<file path="config.mk">
export PLATFORM = sky130hd
export DESIGN_NAME = sdram_tg_pattern
export DESIGN_NICKNAME = d
export VERILOG_FILES = /design/src/rtl/sdram_tg_pkg.sv /design/src/rtl/sdram_tg_pattern.sv
export SDC_FILE = /design/constraint.sdc
export NUM_CORES = 1
export LEC_CHECK = 0
export ABC_AREA = 1
export BUFFER_PORTS_ARGS = -buffer_cell sky130_fd_sc_hd__buf_2
export CORE_UTILIZATION = 30
export CTS_BUF_LIST = sky130_fd_sc_hd__clkbuf_8
export CTS_CLUSTER_DIAMETER = 120
export DETAILED_ROUTE_END_ITERATION = 16
export GPL_TIMING_DRIVEN = 0
export PLACE_DENSITY = 0.49
export SLEW_MARGIN = 40
export SYNTH_ARGS = -nofsm -noshare
export SYNTH_HDL_FRONTEND = slang
export SYNTH_SLANG_ARGS = --single-unit
</file>
<file path="constraint.sdc">
create_clock -name clk -period 4.1 [get_ports clk]
set_input_delay 0.41 -clock clk [delete_from_list [all_inputs] [get_ports clk]]
set_output_delay 0.41 -clock clk [all_outputs]
set_load 0.05 [all_outputs]
</file>
<file path="src/rtl/sdram_tg_pkg.sv">
// rtl/sdram_tg_pkg.sv - shared types, mode constants and LFSR tap table for the traffic checker
package sdram_tg_pkg;

  typedef enum logic [2:0] {
    ST_IDLE,
    ST_WR_REQ,
    ST_WR_GAP,
    ST_RD_REQ,
    ST_RD_GAP,
    ST_FINISH
  } state_t;

  localparam logic MODE_INC  = 1'b0;
  localparam logic MODE_LFSR = 1'b1;

  // Right-shift Galois toggle masks for maximal-length sequences, 8..32 bits.
  function automatic logic [31:0] lfsr_taps(input int width);
    case (width)
      8:       return 32'h0000_00B8;
      9:       return 32'h0000_0110;
      10:      return 32'h0000_0240;
      11:      return 32'h0000_0500;
      12:      return 32'h0000_0829;
      13:      return 32'h0000_100D;
      14:      return 32'h0000_2015;
      15:      return 32'h0000_6000;
      16:      return 32'h0000_B400;
      17:      return 32'h0001_2000;
      18:      return 32'h0002_0400;
      19:      return 32'h0004_0023;
      20:      return 32'h0009_0000;
      21:      return 32'h0014_0000;
      22:      return 32'h0030_0000;
      23:      return 32'h0042_0000;
      24:      return 32'h00E1_0000;
      25:      return 32'h0120_0000;
      26:      return 32'h0200_0023;
      27:      return 32'h0400_0013;
      28:      return 32'h0900_0000;
      29:      return 32'h1400_0000;
      30:      return 32'h2000_0029;
      31:      return 32'h4800_0000;
      32:      return 32'h8020_0003;
      default: return 32'h0000_0000;
    endcase
  endfunction

endpackage

</file>
<file path="src/rtl/sdram_tg_pattern.sv">
// rtl/sdram_tg_pattern.sv - regenerates the data pattern (incrementing or Galois LFSR) word by word
module sdram_tg_pattern
  import sdram_tg_pkg::*;
#(
  parameter int DATA_W = 16
) (
  input  logic              clk,
  input  logic              rst_n,
  input  logic              load,
  input  logic              mode_in,
  input  logic [DATA_W-1:0] seed_in,
  input  logic              restart,
  input  logic              advance,
  output logic [DATA_W-1:0] word
);

  localparam logic [31:0]       TAPS_ALL = lfsr_taps(DATA_W);
  localparam logic [DATA_W-1:0] TAPS     = TAPS_ALL[DATA_W-1:0];

  logic              mode_q;
  logic [DATA_W-1:0] seed_q;
  logic [DATA_W-1:0] word_next;

  // An all-zero LFSR state would lock up, so a zero seed starts from 1 instead.
  function automatic logic [DATA_W-1:0] first_word(input logic m, input logic [DATA_W-1:0] s);
    if (m == MODE_LFSR && s == '0) return DATA_W'(1);
    return s;
  endfunction

  // Next word of the current sequence.
  always_comb begin
    word_next = word + DATA_W'(1);
    if (mode_q == MODE_LFSR) begin
      word_next = word[0] ? ((word >> 1) ^ TAPS) : (word >> 1);
    end
  end

  // Seed/mode are kept so the read pass can replay the write sequence.
  always_ff @(posedge clk or negedge rst_n) begin
    if (!rst_n) begin
      mode_q <= MODE_INC;
      seed_q <= '0;
      word   <= '0;
    end else if (load) begin
      mode_q <= mode_in;
      seed_q <= seed_in;
      word   <= first_word(mode_in, seed_in);
    end else if (restart) begin
      word   <= first_word(mode_q, seed_q);
    end else if (advance) begin
      word   <= word_next;
    end
  end

endmodule

</file>
After elaboration in Yosys (flattened, before gate mapping)
Index checks and enable logic that the tools add are counted.

word-level totals
  register bits = 33
  input port bits = 22
  output and inout port bits = 16

cells by class
  $add $sub $neg = 1
  multiplexer cells = 14
  bitwise logic cells = 1
  reductions and logical operators = 5

operator list
  operator                 count
  $mux W16                 9
  $logic_not A16 Y1        2
  $add A16 B1 Y16 const B  1
  $mux W1                  5
  $not A3 Y4               1
  $reduce_bool A3 Y1       1
  $logic_and A1 B1 Y1      2

Logic depth before layout (Yosys ltp)
  depth after elaboration = 8
  mapped depth = 10
  mapped depth without buffers = 10

Worst setup path before layout
Ideal clock, no wire load.

  path kind = register -> register
  start point = register word[0]
  end point = register word[8]
  setup time = 124 ps
  data arrival time = 1615 ps
  slack = 2361 ps
  cell stages (with the launch flop) = 8
  path through = dfrtp_1 -> ha_1 -> nand3_2 -> inv_2 -> nand2_1 -> xor2_1 -> o21ai_1 -> a21oi_1

on the way
  longest elaborated chain between the ends = 5

ends and longest elaborated chain
  element                 RTL line                source
  start, declared         sdram_tg_pattern.sv:14  output logic [DATA_W-1:0] word
  start signal, assigned  sdram_tg_pattern.sv:47  word <= first_word(mode_in, seed_in);
  start signal, assigned  sdram_tg_pattern.sv:49  word <= first_word(mode_q, seed_q);
  start signal, assigned  sdram_tg_pattern.sv:51  word <= word_next;
  $add A16 B1 Y16         sdram_tg_pattern.sv:32  word_next = word + DATA_W'(1);
  $mux W16                sdram_tg_pattern.sv:33  if (mode_q == MODE_LFSR) begin
  $mux W16                sdram_tg_pattern.sv:50  end else if (advance) begin
  $mux W16                sdram_tg_pattern.sv:48  end else if (restart) begin
  $mux W16                sdram_tg_pattern.sv:44  end else if (load) begin

Every way passes these cells. The select of a mux whose other input is x is not followed.
A chain may end at the register's enable or synchronous reset.

Final worst setup path
Ends and elaborated chain as after synthesis.

==> results.md <==
- The run finished with clean final reports.
- In this run, CTS created clock tree buffers numbering 5.
- Timing would allow up to 0.591 GHz.
- The clock net sink count is 33.
- Dividing the detail-routed via count by the number of cells gives 4.74.
- After detailed routing, the number of remaining DRC violations is 0.
- The clock network latency to the later pin of the worst-skew pair is 0.29 ns.
- Global routing consumed, over all layers together, 18.7% of the routing resources.
- The register bit total from synthesis is 33.
- Setup repair after global routing left no endpoint under its margin.
- In this run the tool buffered the top-level ports with 36 buffer cells.
- The first detailed-routing pass took 4 iterations.
- The net count after synthesis is 367.
- The master cell of the clock root buffer is sky130_fd_sc_hd__clkbuf_8.
- In the final layout, flip-flops and latches occupy 826 sq um.
- The power per standard cell area is 355 nW/um^2.
- The number of flops mapped to enable cells by yosys is 0.
- The capture point of the worst path is word[8]$_DFFE_PN0P_.
- Between clock sinks in the finished design, the worst skew comes to 0.00633 ns.
- The number of max-capacitance violations reported is 0.
- Summed over all layers, the routed wires come to 7030 um.
- The reg-to-reg startpoint is word[0]$_DFFE_PN0P_.
- The library cell used most frequently in the layout, excluding fill and tap cells, is sky130_fd_sc_hd__nand2_1.
- TritonCTS built the clock tree.
- STA puts the critical path data arrival time at 1.86 ns.
- The reg-to-reg critical path endpoint is word[8]$_DFFE_PN0P_.
- Once the floorplan was initialized, standard cells occupied 31.4% of the core.
- The post-route standard cell area excluding fillers is 2710 sq um.
- The total of cells resized after clock tree synthesis is 0.
- The clock period could shrink to 1.69 ns.
- The library cells used most frequently in the layout, excluding fill and tap cells, are sky130_fd_sc_hd__nand2_1 (77), sky130_fd_sc_hd__inv_1 (44), sky130_fd_sc_hd__buf_2 (42).
- 38 I/O pins were placed.
- The die span in y is 89.9 um.
- The startpoint type of the worst setup path is a flip-flop.
- Counting every instance in the synthesized netlist gives 344.
- Setup slack on the worst reg-to-reg path comes out at 2.41 ns.
- The worst pin sits at a relative slew slack of 68.6%.
- The biggest area contributor in the post-synthesis netlist is sky130_fd_sc_hd__dfrtp_1.
- The proportion of netlist area held by the largest area contributor is 35.6%.
- Along the worst path, the maximum fanout reaches 8.
- The cell area after synthesis is 2320 sq um.
- A synthesized cell averages 6.74 sq um.
- In the final layout, the share of cells above drive strength 1 is 20.1%.
- Fill cells in the final layout number 837.
- In the finished design, the share of the clock period the worst path needs comes to 41.3%.
- The quantity of hold-fixing buffers added after cts is 0.
- The maximum level of the CTS H-tree is 2.
- After global routing the overflow that remains totals 0.
- The first global-routing pass estimated 12000 um of wire.
- Entering global routing, the biggest net connects 34 pins.
- The die outline width is 89.9 um.
- The leakage power is 1.35 nW.
- The floorplan has 31 rows.
- The area of combinational cells with multiple inputs is 1220 sq um.
- During synthesis, Yosys emitted a total of 0 warnings.
- The critical path endpoint category is a flip-flop.
- The launching instance or port of the critical path is word[0]$_DFFE_PN0P_.
- The number of max-slew violations in the final report was 0.
- Detailed routing inserted a total of 2310 vias.
- Setup violations remaining at the end of the flow were counted as 0.
- Routability-driven placement finished with a final weighted congestion of 0.784.
- The wire length per cell after detailed routing is 14.4 um.
- The floorplan step defined a die boundary enclosing 8080 sq um.
- The number of antenna violations at the first check in global routing is 0.
- Post-CTS timing repair inserted 0 buffers for setup.
- The via count of the first global-routing pass is 2334.
- Yosys mapped the design onto 32 distinct sky130hd cell types.
- Once detailed placement completed, the half-perimeter wirelength came to 5340 um.
- The number of cell instances on the worst register-to-register path is 7.
- The largest voltage drop on the vdd net is 0.000140 V.
- The setup TNS is 0 ns.
- The number of buffers on the longest clock path is 2.
- The sequential share of the synthesized area is 35.6%.
- The final number of hold-violating endpoints came to 0.
- The critical path class is reg2reg.
- Summing all placed instances gives a cell area of 2620 sq um.
- After synthesis, the share of flip-flops with an asynchronous set or reset is 100%.
- The actual transition at the worst max-transition pin is 0.471 ns.
- By area the synthesized netlist is led by sky130_fd_sc_hd__dfrtp_1 (36%), sky130_fd_sc_hd__nand2_1 (12%), sky130_fd_sc_hd__inv_1 (7.0%).
- At the end of the flow, the number of nets in the layout was 410.
- Data on the critical path is required at its endpoint by 4.27 ns.
- The detail route stage leaves a number of antenna-violating nets equal to 0.
- For this run, the leading register cell type out of synthesis is sky130_fd_sc_hd__dfrtp_1.
- After the first detailed-routing iteration, the DRC count stood at 150.
- The hold slack is 0.0773 ns.
- The number of antenna diodes in the final layout is 0.
- The path class of the tightest hold or removal check is in2async.
- The area of the core region is 7370 sq um.
- The relative area change from synthesis to final layout is 16.8%.
- The clock input transition at the sequential cells of the worst setup and hold paths is 0.07 ns.
- The completed layout was analyzed and its total power is 0.961 mW.
==> metal layers <==
layer | GRT usage, % | wire [um]
met3 | 2.79 | 201
met2 | 28.8 | 3120
met4 | 5.11 | 36
met1 | 27.2 | 3670
met5 | 0 | 0
==> state kept, by name, summed over array words and instances (netlist names) <==
signal / cells
seed_q: 16
word: 16
mode_q: 1
==> per-stage QoR <==
stage	setup WS [ns]	instances	utilization [%]
finish	2.41	487	36.7
global route	2.31	487	36.7
CTS	2.42	487	36.7
detailed placement	2.44	479	35.6
global placement	2.46	479	35.6
floorplan	2.36	344	-
==> critical path, cell delays in order, from the launching register on <==
cell and delay, ns:
sky130_fd_sc_hd__dfrtp_1 0.56, sky130_fd_sc_hd__ha_1 0.28, sky130_fd_sc_hd__nand3_2 0.15, sky130_fd_sc_hd__inv_2 0.12
sky130_fd_sc_hd__nand2_1 0.11, sky130_fd_sc_hd__xor2_1 0.15, sky130_fd_sc_hd__o21ai_1 0.12, sky130_fd_sc_hd__a21oi_1 0.07
==> layout make-up <==
class	count	area share, %
well taps	99	4.58
repair buffers	36	6.75
clock inverters	3	0.509
clock buffers	5	2.54
plain buffers	13	2.96
inverters	50	7.21
multi-input cells	248	44.9
flip-flops and latches	33	30.5
==> power by group <==
group	switching (mW)	internal [mW]	total, mW
combinational	0.220	0.0892	0.309
clock	0.128	0.115	0.243
sequential	0.0478	0.361	0.409
==> cells in the mapped netlist, drive strengths merged (2+ instances only) <==
library cell,count
nand2,84
inv,49
nor2,49
o21ai,36
dfrtp,33
a21oi,30
nand3,29
buf,11
nand4,6
o311a,3
xor2,3
clkbuf,2
nand3b,2
==> how the worst min path moves through the flow <==
stage | cells after the start | from | slack (ns) | to
6_report | 1 | rst_n | 0.08 | word[13]$_DFFE_PN0P_
5_1_grt | 1 | rst_n | 0.11 | word[13]$_DFFE_PN0P_
4_1_cts | 1 | rst_n | 0.1 | seed_q[5]$_DFFE_PN0P_
3_5_place_dp | 1 | rst_n | 0.41 | word[5]$_DFFE_PN0P_
3_3_place_gp | 2 | seed_q[8]$_DFFE_PN0P_ | 0.49 | seed_q[8]$_DFFE_PN0P_
2_1_floorplan | 0 | rst_n | 0.11 | mode_q$_DFFE_PN0P_
==> cell families (layout without fill, tap and decap cells) <==
kind of cell               count (synthesis)  after routing  synth area share, %
AOI/OAI and AO/OA                         73             73                 17.0
buffers and inverters                     63            107                 11.9
adders and majority gates                  1              1                0.540
and+or+nand+nor                          171            171                 33.8
xor gates and xnor gates                   3              3                 1.13
DFF                                       33             33                 35.6
(Power assumes the default switching activity.)
